$ cat src/rtl/uart_tx_serializer.sv
// Byte-wide 8N1 UART transmitter with a one-cycle done pulse for the upstream LSU.
// Optional even-parity bit compiled in when UART_TX_PARITY_EN is defined.
module uart_tx_serializer #(
  parameter int unsigned CLKS_PER_BIT = 16,
  localparam int unsigned CNT_W = (CLKS_PER_BIT > 1) ? $clog2(CLKS_PER_BIT) : 1
) (
  input  logic       clk,
  input  logic       reset,
  input  logic       tx_start_n,
  input  logic [7:0] tx_data,
  output logic       tx_out,
  output logic       tx_done,
  output logic       busy
);

  typedef enum logic [2:0] {
    IDLE,
    START,
    DATA,
`ifdef UART_TX_PARITY_EN
    PARITY,
`endif
    STOP,
    DONE
  } state_t;

  localparam logic [CNT_W-1:0] CNT_LAST = CNT_W'(CLKS_PER_BIT - 1);

  state_t           state, state_d;
  logic [CNT_W-1:0] cnt, cnt_d;
  logic [2:0]       idx, idx_d;
  logic [7:0]       shift, shift_d;
  logic             tx_out_d, tx_done_d, busy_d;
  logic             bit_end;
`ifdef UART_TX_PARITY_EN
  logic             par, par_d;
`endif

  assign bit_end = (cnt == CNT_LAST);

  always_ff @(posedge clk or negedge reset) begin
    if (!reset) begin
      state   <= IDLE;
      cnt     <= '0;
      idx     <= '0;
      shift   <= '0;
      tx_out  <= 1'b1;
      tx_done <= 1'b0;
      busy    <= 1'b0;
`ifdef UART_TX_PARITY_EN
      par     <= 1'b0;
`endif
    end else begin
      state   <= state_d;
      cnt     <= cnt_d;
      idx     <= idx_d;
      shift   <= shift_d;
      tx_out  <= tx_out_d;
      tx_done <= tx_done_d;
      busy    <= busy_d;
`ifdef UART_TX_PARITY_EN
      par     <= par_d;
`endif
    end
  end

  always_comb begin
    state_d = state;
    cnt_d   = cnt;
    idx_d   = idx;
    shift_d = shift;
`ifdef UART_TX_PARITY_EN
    par_d   = par;
`endif

    case (state)
      IDLE: begin
        if (!tx_start_n) begin
          state_d = START;
          shift_d = tx_data;
          cnt_d   = '0;
          idx_d   = '0;
`ifdef UART_TX_PARITY_EN
          par_d   = ^tx_data;
`endif
        end
      end
      START: begin
        cnt_d = bit_end ? '0 : cnt + CNT_W'(1);
        if (bit_end) state_d = DATA;
      end
      DATA: begin
        cnt_d = bit_end ? '0 : cnt + CNT_W'(1);
        if (bit_end) begin
          if (idx == 3'd7) begin
`ifdef UART_TX_PARITY_EN
            state_d = PARITY;
`else
            state_d = STOP;
`endif
          end else begin
            shift_d = shift >> 1;
            idx_d   = idx + 3'd1;
          end
        end
      end
`ifdef UART_TX_PARITY_EN
      PARITY: begin
        cnt_d = bit_end ? '0 : cnt + CNT_W'(1);
        if (bit_end) state_d = STOP;
      end
`endif
      STOP: begin
        cnt_d = bit_end ? '0 : cnt + CNT_W'(1);
        if (bit_end) state_d = DONE;
      end
      DONE:    state_d = IDLE;
      default: state_d = IDLE;
    endcase
  end

  // Outputs are decoded from the next state so every one of them leaves a flop.
  always_comb begin
    tx_out_d  = 1'b1;
    tx_done_d = (state_d == DONE);
    busy_d    = (state_d != IDLE);
    case (state_d)
      START:  tx_out_d = 1'b0;
      DATA:   tx_out_d = shift_d[0];
`ifdef UART_TX_PARITY_EN
      PARITY: tx_out_d = par_d;
`endif
      default: tx_out_d = 1'b1;
    endcase
  end

endmodule

$ cat config.mk
export PLATFORM = sky130hd
export DESIGN_NAME = uart_tx_serializer
export DESIGN_NICKNAME = d
export VERILOG_FILES = /design/src/rtl/uart_tx_serializer.sv
export SDC_FILE = /design/constraint.sdc
export NUM_CORES = 1
export LEC_CHECK = 0
export BUFFER_PORTS_ARGS = -buffer_cell sky130_fd_sc_hd__buf_2
export CAP_MARGIN = 25
export CORE_UTILIZATION = 40
export CTS_CLUSTER_SIZE = 28
export DETAILED_ROUTE_END_ITERATION = 12
export GPL_ROUTABILITY_DRIVEN = 0
export PLACE_DENSITY = 0.59
export SYNTH_ARGS = -nofsm -noshare
export SYNTH_HDL_FRONTEND = slang
export SYNTH_SLANG_ARGS = --single-unit
$ cat constraint.sdc
create_clock -name clk -period 2.3 [get_ports clk]
set_input_delay 0.115 -clock clk [delete_from_list [all_inputs] [get_ports clk]]
set_output_delay 0.115 -clock clk [all_outputs]
set_load 0.01 [all_outputs]
==> impl_metrics.env <==
export IMPL_outcome="completed"
export IMPL_cts_resized_gates=0
export IMPL_grt_start_max_net_pins=22
export IMPL_synthDistinctLibCells=28
export IMPL_wire_per_inst_um=12.7
export IMPL_port_buffers=13
export IMPL_ys_ff_latch=21
export IMPL_hpwl_um=1300
export IMPL_hold_violations=0
export IMPL_fin_crit_sh_pct=72.1
export IMPL_rsz0062_at_grt="false"
export IMPL_die_x_um=53.7
export IMPL_post_route_util_pct=46.7
export IMPL_clock_sinks=21
export IMPL_synth_common_cells="dfrtp_1 (20), nand2_1 (15), o21ai_0 (13)"
export IMPL_cp_required_ps=2480
export IMPL_worstReg2RegStart="idx[0]$_DFFE_PN0P_"
export IMPL_p_per_area_mw_per_mm2=1080
export IMPL_synth_edf_count=0
export IMPL_tightestPinTransition_ps=498
export IMPL_die_h_um=53.7
export IMPL_n_antenna_cell=0
export IMPL_num_fill_cells=235
export IMPL_start_util_pct=42.7
export IMPL_fmax_mhz=603
export IMPL_synth_most_common_cell="dfrtp_1"
export IMPL_ir_drop_uv=655
export IMPL_min_path_cells=3
export IMPL_grt_usage_pct=16.5
export IMPL_maxCapViolCount=0
export IMPL_cts_tree="yes"
export IMPL_crit_path_start="idx[0]$_DFFE_PN0P_"
export IMPL_root_buffer="clkbuf_4"
export IMPL_syn_num_nets=119
export IMPL_setup_viol=0
export IMPL_antenna_found_initial=0
export IMPL_ant_nets=0
export IMPL_hold_path_endpoint="shift[7]$_DFFE_PN0P_"
export IMPL_wl_um=1900
export IMPL_routed_via_density=5.37
export IMPL_min_delay_path_class="in2reg"
export IMPL_yosys_area_top_type="dfrtp_1"
export IMPL_synth_area_mm2=0.00107
export IMPL_layout_drive_gt1_share_pct=20.0
export IMPL_io_pins=14
export IMPL_finalWorstPathRequiredPeriod_ps=1660
export IMPL_hp_start="tx_data[7]"
export IMPL_synth_top_area_share_pct=46.9
export IMPL_dieArea_mm2=0.00288
export IMPL_fin_total_pwr_mw=1.26
export IMPL_crit_type="reg2reg"
export IMPL_maxSlewViolCount=0
export IMPL_ys_flop_type="dfrtp_1"
export IMPL_grt_pass1_wl_um=3310
export IMPL_cts_made_buffers=3
export IMPL_r2r_slack_ps=640
export IMPL_cp_end_kind="register"
export IMPL_clock_path_buffers=2
export IMPL_cts_setup_buffers=0
export IMPL_worst_path_max_fanout=5
export IMPL_netlist_instances=105
export IMPL_syn_area_per_cell_um2=10.2
export IMPL_arrival_ps=1830
export IMPL_clock_latency_ps=300
export IMPL_fin_tns_setup_ps=0
export IMPL_final_nets=135
export IMPL_drt_initial_drc_count=10
export IMPL_start_kind="register"
export IMPL_fp_row_count=18
export IMPL_drc=0
export IMPL_reg2reg_depth=5
export IMPL_yosysSeqAreaShare_pct=49.4
export IMPL_firstDrtPassIters=4
export IMPL_syn2layout_area_growth_pct=9.50
export IMPL_async_flop_share_pct=100
export IMPL_ys_warnings_count=0
export IMPL_grt_pass1_vias=707
export IMPL_vias=805
export IMPL_fin_hold_ws_ps=25.5
export IMPL_path_clk_slew_ps=110
export IMPL_grt_ovfl_total=0
export IMPL_htree_levels=1
export IMPL_finalClockSkew_ps=3.73
export IMPL_slew_limit_headroom_pct=66.5
export IMPL_p_leak_nw=0.525
export IMPL_core_area_mm2=0.00250
export IMPL_r2r_end="shift[0]$_DFF_PN0_"
export IMPL_yosys_top_cells_area="dfrtp_1 (47%), o21ai_0 (6.1%), nand2_1 (5.3%)"
## worst max path at each step
stage	endpoint	cells past startpoint	slack, ps
after floorplan	idx[0]$_DFFE_PN0P_	5	600
after global placement	shift[0]$_DFF_PN0_	5	680
after detailed placement	shift[6]$_DFFE_PN0P_	6	660
after CTS	shift[6]$_DFFE_PN0P_	6	620
after global routing	shift[5]$_DFFE_PN0P_	6	490
final	shift[0]$_DFF_PN0_	5	640
## placed cells by master (no fill, tap or decap)
cell / n
a21o_1: 2
a21oi_1: 4
a22o_1: 1
a22oi_1: 6
a2bb2oi_1: 1
a311oi_1: 1
a31oi_1: 2
and3_2: 1
buf_2: 13
buf_4: 1
clkbuf_1: 1
clkbuf_4: 3
dfrtp_1: 20
dfstp_2: 1
dlygate4sd3_1: 1
ha_1: 3
inv_1: 5
mux2_2: 1
nand2_1: 15
nand2b_1: 1
nand3_4: 1
nand4_1: 1
nor2_1: 10
nor3_1: 3
nor3b_1: 1
nor4_4: 2
o21ai_0: 13
o22ai_1: 2
o41ai_1: 1
or3_2: 1
or4b_1: 1
xor2_1: 1
## what timing repair did
item                                    4_1_cts  5_1_grt
hold buffers                                  1        0
endpoints found under the setup margin        0        0
endpoints found under the hold margin        20        0
## area by class of cell
cell class / count / area [um^2] / area share (%)
flip-flops and latches: 21 / 527 / 45.1
multi-input cells: 75 / 477 / 40.8
repair buffers: 15 / 82.6 / 7.07
well taps: 30 / 37.5 / 3.21
clock buffers: 4 / 26.3 / 2.25
inverters: 5 / 18.8 / 1.61
## critical path, stage by stage (launching register included)
cell     delay [ps]
dfrtp_1         400
ha_1            200
ha_1            250
or4b_1          520
o21ai_0          80
a21oi_1          80
## report_power, final
group / leakage, nW / switching (mW) / internal (mW) / total, mW
combinational: 0.250 / 0.217 / 0.191 / 0.408
sequential: 0.260 / 0.156 / 0.516 / 0.673
clock: 0.0150 / 0.108 / 0.0675 / 0.176
total: 0.525 / 0.482 / 0.774 / 1.26
## stage by stage
step / setup WS, ps / instance area [um^2] / std cells
2_1_floorplan: 597 / 1070 / 105
3_3_place_gp: 681 / 1130 / 145
3_5_place_dp: 659 / 1130 / 145
4_1_cts: 625 / 1170 / 150
5_1_grt: 488 / 1170 / 150
6_report: 642 / 1170 / 150
## flip-flops by register name (all words and copies together) (netlist names)
signal,cells
busy,1
cnt,4
state,3
tx_out,1
idx,3
shift,8
tx_done,1
## cells by family (layout without fill, tap and decap cells)
group | count (synthesis) | count (layout) | share of synthesized area, %
XOR/XNOR | 1 | 1 | 0.821
AND/OR/NAND/NOR | 37 | 37 | 20.0
buffers and inverters | 9 | 24 | 5.98
multiplexers | 1 | 1 | 1.06
flip-flops | 21 | 21 | 49.4
adder cells (fa/ha/maj) | 3 | 3 | 3.52
AO/OA/AOI/OAI | 33 | 33 | 19.2
## layer usage
metal  global-route usage, %  share of wire (%)
met5                       0                  0
met1                    21.6                 47
met3                    3.39                2.7
met2                    24.8                 48
met4                    10.5                2.7
No activity file was read; power rests on OpenSTA's default activity.
